`src/rtl/sig_dump.sv`:
```
// rtl/sig_dump.sv - dumps the signature region as hex text lines to a UART byte stream
// Optional macro SIG_DUMP_CRLF_EN: terminate each line with CR LF instead of LF only.
module sig_dump #(
  parameter logic [31:0] SIG_BEGIN = 32'h00005000,
  parameter logic [31:0] SIG_END   = 32'h00008000,
  parameter logic [31:0] TOHOST    = 32'h00005000
) (
  input  logic        clk,
  input  logic        rst_n,
  input  logic        snoop_we,
  input  logic [31:0] snoop_addr,
  input  logic [31:0] snoop_wdata,
  output logic        mem_re,
  output logic [31:0] mem_raddr,
  input  logic [31:0] mem_rdata,
  output logic [7:0]  tx_data,
  output logic        tx_valid,
  input  logic        tx_ready,
  output logic        busy,
  output logic        done
);

  typedef enum logic [2:0] {IDLE, READ, WAIT, SEND, DONE} state_t;

`ifdef SIG_DUMP_CRLF_EN
  localparam logic [3:0] LAST_IDX = 4'd9;
`else
  localparam logic [3:0] LAST_IDX = 4'd8;
`endif

  state_t      state, state_n;
  logic [31:0] shift_q;
  logic [3:0]  idx_q;
  logic [3:0]  nibble;
  logic [7:0]  char;
  logic [32:0] next_addr;
  logic        addr_end;
  logic        trigger;
  logic        hs;

  assign trigger = snoop_we && (snoop_addr == TOHOST) && (snoop_wdata == 32'h00000001);
  assign hs      = tx_valid && tx_ready;
  assign nibble  = shift_q[31:28];

  // Carry out of the 33-bit sum also ends the dump, so a region touching the top of memory cannot wrap.
  assign next_addr = {1'b0, mem_raddr} + 33'd4;
  assign addr_end  = next_addr[32] || (next_addr[31:0] >= SIG_END);

  always_comb begin
    char = 8'h0A;
    if (idx_q < 4'd8) begin
      char = (nibble < 4'd10) ? (8'h30 + {4'b0000, nibble}) : (8'h57 + {4'b0000, nibble});
    end
`ifdef SIG_DUMP_CRLF_EN
    else if (idx_q == 4'd8) begin
      char = 8'h0D;
    end
`endif
  end

  always_comb begin
    state_n  = state;
    mem_re   = 1'b0;
    tx_valid = 1'b0;
    tx_data  = 8'h00;
    busy     = 1'b0;
    done     = 1'b0;
    case (state)
      IDLE: begin
        if (trigger) state_n = (SIG_BEGIN >= SIG_END) ? DONE : READ;
      end
      READ: begin
        mem_re  = 1'b1;
        busy    = 1'b1;
        state_n = WAIT;
      end
      WAIT: begin
        busy    = 1'b1;
        state_n = SEND;
      end
      SEND: begin
        busy     = 1'b1;
        tx_valid = 1'b1;
        tx_data  = char;
        if (hs && idx_q == LAST_IDX) state_n = addr_end ? DONE : READ;
      end
      DONE: begin
        done = 1'b1;
      end
      default: state_n = IDLE;
    endcase
  end

  always_ff @(posedge clk) begin
    if (!rst_n) begin
      state     <= IDLE;
      mem_raddr <= 32'h0;
      shift_q   <= 32'h0;
      idx_q     <= 4'h0;
    end else begin
      state <= state_n;
      case (state)
        IDLE: if (trigger) mem_raddr <= SIG_BEGIN;
        WAIT: begin
          shift_q <= mem_rdata;
          idx_q   <= 4'h0;
        end
        SEND: begin
          if (hs) begin
            if (idx_q == LAST_IDX) begin
              mem_raddr <= next_addr[31:0];
            end else begin
              idx_q <= idx_q + 4'd1;
              if (idx_q < 4'd8) shift_q <= {shift_q[27:0], 4'h0};
            end
          end
        end
        default: ;
      endcase
    end
  end

endmodule

```
`config.mk`:
```
export PLATFORM = sky130hd
export DESIGN_NAME = sig_dump
export DESIGN_NICKNAME = d
export VERILOG_FILES = /design/src/rtl/sig_dump.sv
export SDC_FILE = /design/constraint.sdc
export NUM_CORES = 1
export LEC_CHECK = 0
export ABC_AREA = 1
export BUFFER_PORTS_ARGS = -buffer_cell sky130_fd_sc_hd__buf_2
export CAP_MARGIN = 5
export CORE_ASPECT_RATIO = 1.1
export CORE_MARGIN = 2
export CORE_UTILIZATION = 55
export CTS_BUF_LIST = sky130_fd_sc_hd__clkbuf_2
export DETAILED_ROUTE_END_ITERATION = 10
export PLACE_DENSITY = 0.95
export SLEW_MARGIN = 20
export SYNTH_ARGS = -nofsm -noshare
export SYNTH_HDL_FRONTEND = slang
export SYNTH_SLANG_ARGS = --single-unit
```
`constraint.sdc`:
```
create_clock -name clk -period 4.05 [get_ports clk]
set_clock_uncertainty 0.2 [all_clocks]
set_input_delay 0 -clock clk [delete_from_list [all_inputs] [get_ports clk]]
set_output_delay 0 -clock clk [all_outputs]
set_load 0.03 [all_outputs]
```
== After elaboration in Yosys (flattened, before gate mapping) ==
Cells that the tools add are included.
Cells by class
  add/subtract/negate cells: 4
  $lt $le $gt $ge: 3
  eq/ne operators: 13
  mux-type cells: 22
  bitwise logic cells: 1
  reduce and logical (&&, ||, !) cells: 13
Operators by type and width (number)
  $mux W32: 6
  $pmux W32 S2: 2
  $add A32 B3 Y33 const B: 1
  $eq A32 B1 Y1 const B: 1
  $eq A32 B15 Y1 const B: 1
  $ge A32 B16 Y1 const B: 1
  $mux W8: 3
  $pmux W3 S5: 1
  $ne A2 B2 Y1 const B: 6
  $mux W3: 3
  $add A7 B4 Y8 const A: 1
  $lt A4 B4 Y1 const B: 2
  $mux W4: 2
  $pmux W4 S2: 1
  $reduce_and A4 Y1: 2
  $add A6 B4 Y7 const A: 1
  $eq A3 B2 Y1 const B: 2
  $reduce_and A3 Y1: 2
  $add A4 B1 Y4 const B: 1
  $eq A4 B4 Y1 const B: 1
  $logic_and A1 B1 Y1: 4
  $mux W1: 4
  $reduce_bool A2 Y1: 2
  $eq A3 B1 Y1 const B: 1
  5 further kinds: 5
Storage, ports and cells
  register bits: 71
  input port bits: 100
  output and inout bits: 44
  word-level logic and storage cells: 60

== Longest topological paths before layout ==
  depth after elaboration: 6
  depth in mapped cells: 14
  mapped depth without buffers: 14

== Least setup slack after synthesis ==
OpenSTA, ideal clock, no wires.
  kind: reg2out
  start point: register state[1]
  end point: output tx_data[2]
  arrival time: 2175 ps
  data required time: 3850 ps
  setup slack: 1675 ps
  stages on the path, launching flop included: 9
  path buffers: 0
  cells stage by stage: dfxtp_1 inv_2 nor2_4 inv_2 nor2_8 inv_2 nor2_1 inv_1 a221oi_1
Between the ends
  longest elaborated chain between the ends: 2
Ends and longest elaborated chain
  start: declaration: RTL line 31  | state_t state, state_n;
  start signal: assignment: RTL line 101  | state <= state_n;
  $eq A3 B2 Y1: RTL line 68  | case (state)
  $mux W8: RTL line 68
  end: declaration: RTL line 16  | output logic [7:0] tx_data,
Every way passes these cells.

== Worst setup path after layout ==
  start point: register state[1]
  end point: register shift_q[26]
Between the ends
  longest elaborated chain between the ends: 5
  elaborated cells on any way between the ends: 10
  those cells by class: eq/ne (5); mux (2); reduce/logical (3)
Ends and longest elaborated chain
  $eq A3 B2 Y1: RTL line 68, 102
  $mux W1: RTL line 68
  $logic_and A1 B1 Y1: RTL line 42  | assign hs = tx_valid && tx_ready;
  $ne A2 B2 Y1 (no source line)
  $reduce_and A4 Y1 (no source line)
  end signal: assignment: RTL line 105  | shift_q <= mem_rdata;
  end signal: assignment: RTL line 114  | if (idx_q < 4'd8) shift_q <= {shift_q[27:0], 4'h0};
  end: declaration: RTL line 32  | logic [31:0] shift_q;
Several ways; a longest one is shown, not always the timed one.
A chain may end at the register's enable or synchronous reset.

==> impl_results.md <==
- Outcome: complete, but fails checks
- Failing checks: hold timing
- Area after DPL: 0.00495 sq mm
- Share of cells above drive strength 1: 22.6%
- Largest net degree at the start of global routing: 47
- Root Buffer: clkbuf_2
- Hold_ws: -0.00506 ns
- ANT nets after route: 0
- Worst-margin pin slew: 0.967 ns
- Crit path launch type: flip-flop
- Hold Path Class: in2reg
- # fillers: 473
- Syn avg cell area: 6.42 sq um
- Grt ovf: 0
- Max cap viols: 0
- Clk_lat worst skew: 0.63 ns
- Final instance area: 0.00580 sq mm
- Final setup TNS: 0 ns
- Drt pass-1 iters: 8
- Critical path endpoint category: flip-flop
- Max rail drop VDD: 0.441 mV
- Total wire length: 16400 um
- CP Max Fanout: 46
- Global-route wire length before repair: 25500 um
- Row count: 33
- Crit-path cells: inv_2 -> nor2_4 -> inv_2 -> nor2_8 -> inv_4 -> nor3_2 -> nand2_1 -> nand2_4 -> buf_4 -> o21ai_0 -> a31oi_1 -> dlygate4sd3_1
- Crit path max-delay family: buffers and inverters
- Data required time of the critical path: 4.38 ns
- # IOs: 144
- Synthesized area: 0.00425 sq mm
- Clock Sinks: 69
- Avg WL per Cell: 16.9 um
- Most frequent cells in the layout: nand2_1 (209), buf_2 (140), nor2_1 (73)
- EDFF count, synth: 0
- CTS max path bufs: 2
- Worst path bufs/invs: 5
- TritonCTS Buffers: 9
- P_leak: 0.00253 uW
- Final setup margin: 0.334 ns
- Synth area leader: dfxtp_1
- Power Density: 429 mW/mm^2
- Die X: 87.8 um
- Vias per cell: 5.86
- RSZ-0062 raised after global routing: false
- CTS tree: done
- Top cell type's share of synthesized area: 32.5%
- Post-synth cell types: 39
- DP HPWL: 8840 um
- Fin crit period: 3.72 ns
- Critical Path Max Stage Delay: 0.59 ns
- Final setup viols: 0
- DIE AREA: 0.00844 sq mm
- Power Total: 2490 uW
- Layout area overhead: 36.6%
- Critical path's slowest cell: dlygate4sd3_1
- Asr flop ratio synth: 0%
- Worst EP arrival: 4.05 ns
- Final period utilization: 91.7%
- Final slew viol count: 0
- Residual DRC: 0
- Synthesized flop and latch total: 69
- Cell mode on critical path: inv_2
- Vias in the first global route: 5492
- Rel. slew slack: 35.5%
- Worst Setup Path Type: reg2reg
- Routability cong.: 0.960
- Most common cell after layout, fill and taps aside: nand2_1
- Die height: 96.2 um
- Hold Vio Cnt, Final: 1
- Reg clk slew, reported paths: 0.26 ns
- Yosys warns: 0
- Core area: 0.00747 sq mm
- GR Util All Layers: 39.5%
- Top FF cell, synth: dfxtp_1
- Initial antenna violation count: 1
- Nets: 963
- Seq/Total Area, Yosys: 32.5%
- Port Buf Inserts: 140
- Fmax achieved: 269 MHz
- Synth top area cells: dfxtp_1 (33%), nand2_1 (18%), nor2_1 (6.5%)
- 1st-iter DRT viols: 642
- Synth Instances: 662
- Total number of vias: 5687
- Max H-tree Level: 3
- Initial core utilization: 56.8%
- Place WS: 0.949 ns
-- cells in the mapped netlist (all sizes together) (9+ instances only) --
library cell and number:
nand3 27, a31oi 28, nand3b 9, nor2 89
inv 52, nand2 214, clkbuf 18, buf 12
dfxtp 69, o21ai 38, nand4 15, a21oi 41
nor4 10
-- worst min-delay path, delay by kind of cell --
family,cells,cell delay [ns]
buffers and inverters,1,0.07
AOI/OAI and AO/OA,1,0.07
and+or+nand+nor,6,0.64
-- routing by layer --
metal	vias up	GRT usage, %	part of all wire, %	wire length, um
met2	470	67.9	48	7810
met4	0	28.6	8.5	1400
li1	2562	-	-	-
met1	2507	41.1	34	5520
met5	-	0	0	0
met3	148	11.0	10	1700
-- area by class of cell --
cell class | count | area (sq um) | share of cell area [%]
flip-flops and latches | 69 | 1380 | 23.8
repair buffers | 215 | 1440 | 24.9
inverters | 53 | 201 | 3.47
clock buffers | 9 | 45.0 | 0.776
multi-input cells | 511 | 2520 | 43.4
clock inverters | 7 | 81.3 | 1.40
diodes | 1 | 2.50 | 0.0431
well taps | 105 | 131 | 2.26
-- path summary, 6_finish.rpt --
check,start,end,slack [ns],cells after the start
min reg2reg,mem_raddr[24],mem_raddr[24],0.34,2
max reg2reg,state[1],shift_q[26],0.33,12
min,snoop_wdata[29],mem_raddr[12],-0.005,8
max,state[1],shift_q[26],0.33,12
-- sequential cells by signal, summed over array words and instances, names as in the netlist --
| signal | cells |
|---|---|
| shift_q | 32 |
| mem_raddr | 30 |
| idx_q | 4 |
| state | 3 |
-- cells by family (layout without fill, tap and decap cells) --
group | Yosys count | after routing | synth area share [%]
xor+xnor | 12 | 12 | 2.47
simple gates | 382 | 382 | 41.1
compound gates | 110 | 110 | 14.1
other cells | 1 | 4 | 0.0883
fa+ha+maj | 4 | 4 | 1.18
buf+inv | 84 | 284 | 8.51
flops | 69 | 69 | 32.5
-- power by group --
group | internal, uW | switching (uW) | leakage, uW
sequential | 832 | 145 | 0.000561
combinational | 400 | 640 | 0.00190
clock | 151 | 322 | 0.0000735
total | 1380 | 1110 | 0.00253
-- repair_timing --
item / CTS / global route
hold buffers: 72 / 0
endpoints found under the setup margin: 0 / 10
buffers inserted: 0 / 0
gates resized for setup: 0 / 3
endpoints found under the hold margin: 56 / 0
-- stage by stage --
step                hold WS (ns)  instances  util (%)
finish                  -0.00506        970      77.7
global route              0.0301        970      77.7
CTS                      0.00889        969      77.5
detailed placement        0.0326        881      66.2
global placement          0.0269        881      66.2
floorplan                -0.0598        664         -
Note: power is estimated with default switching activity, not from simulation.
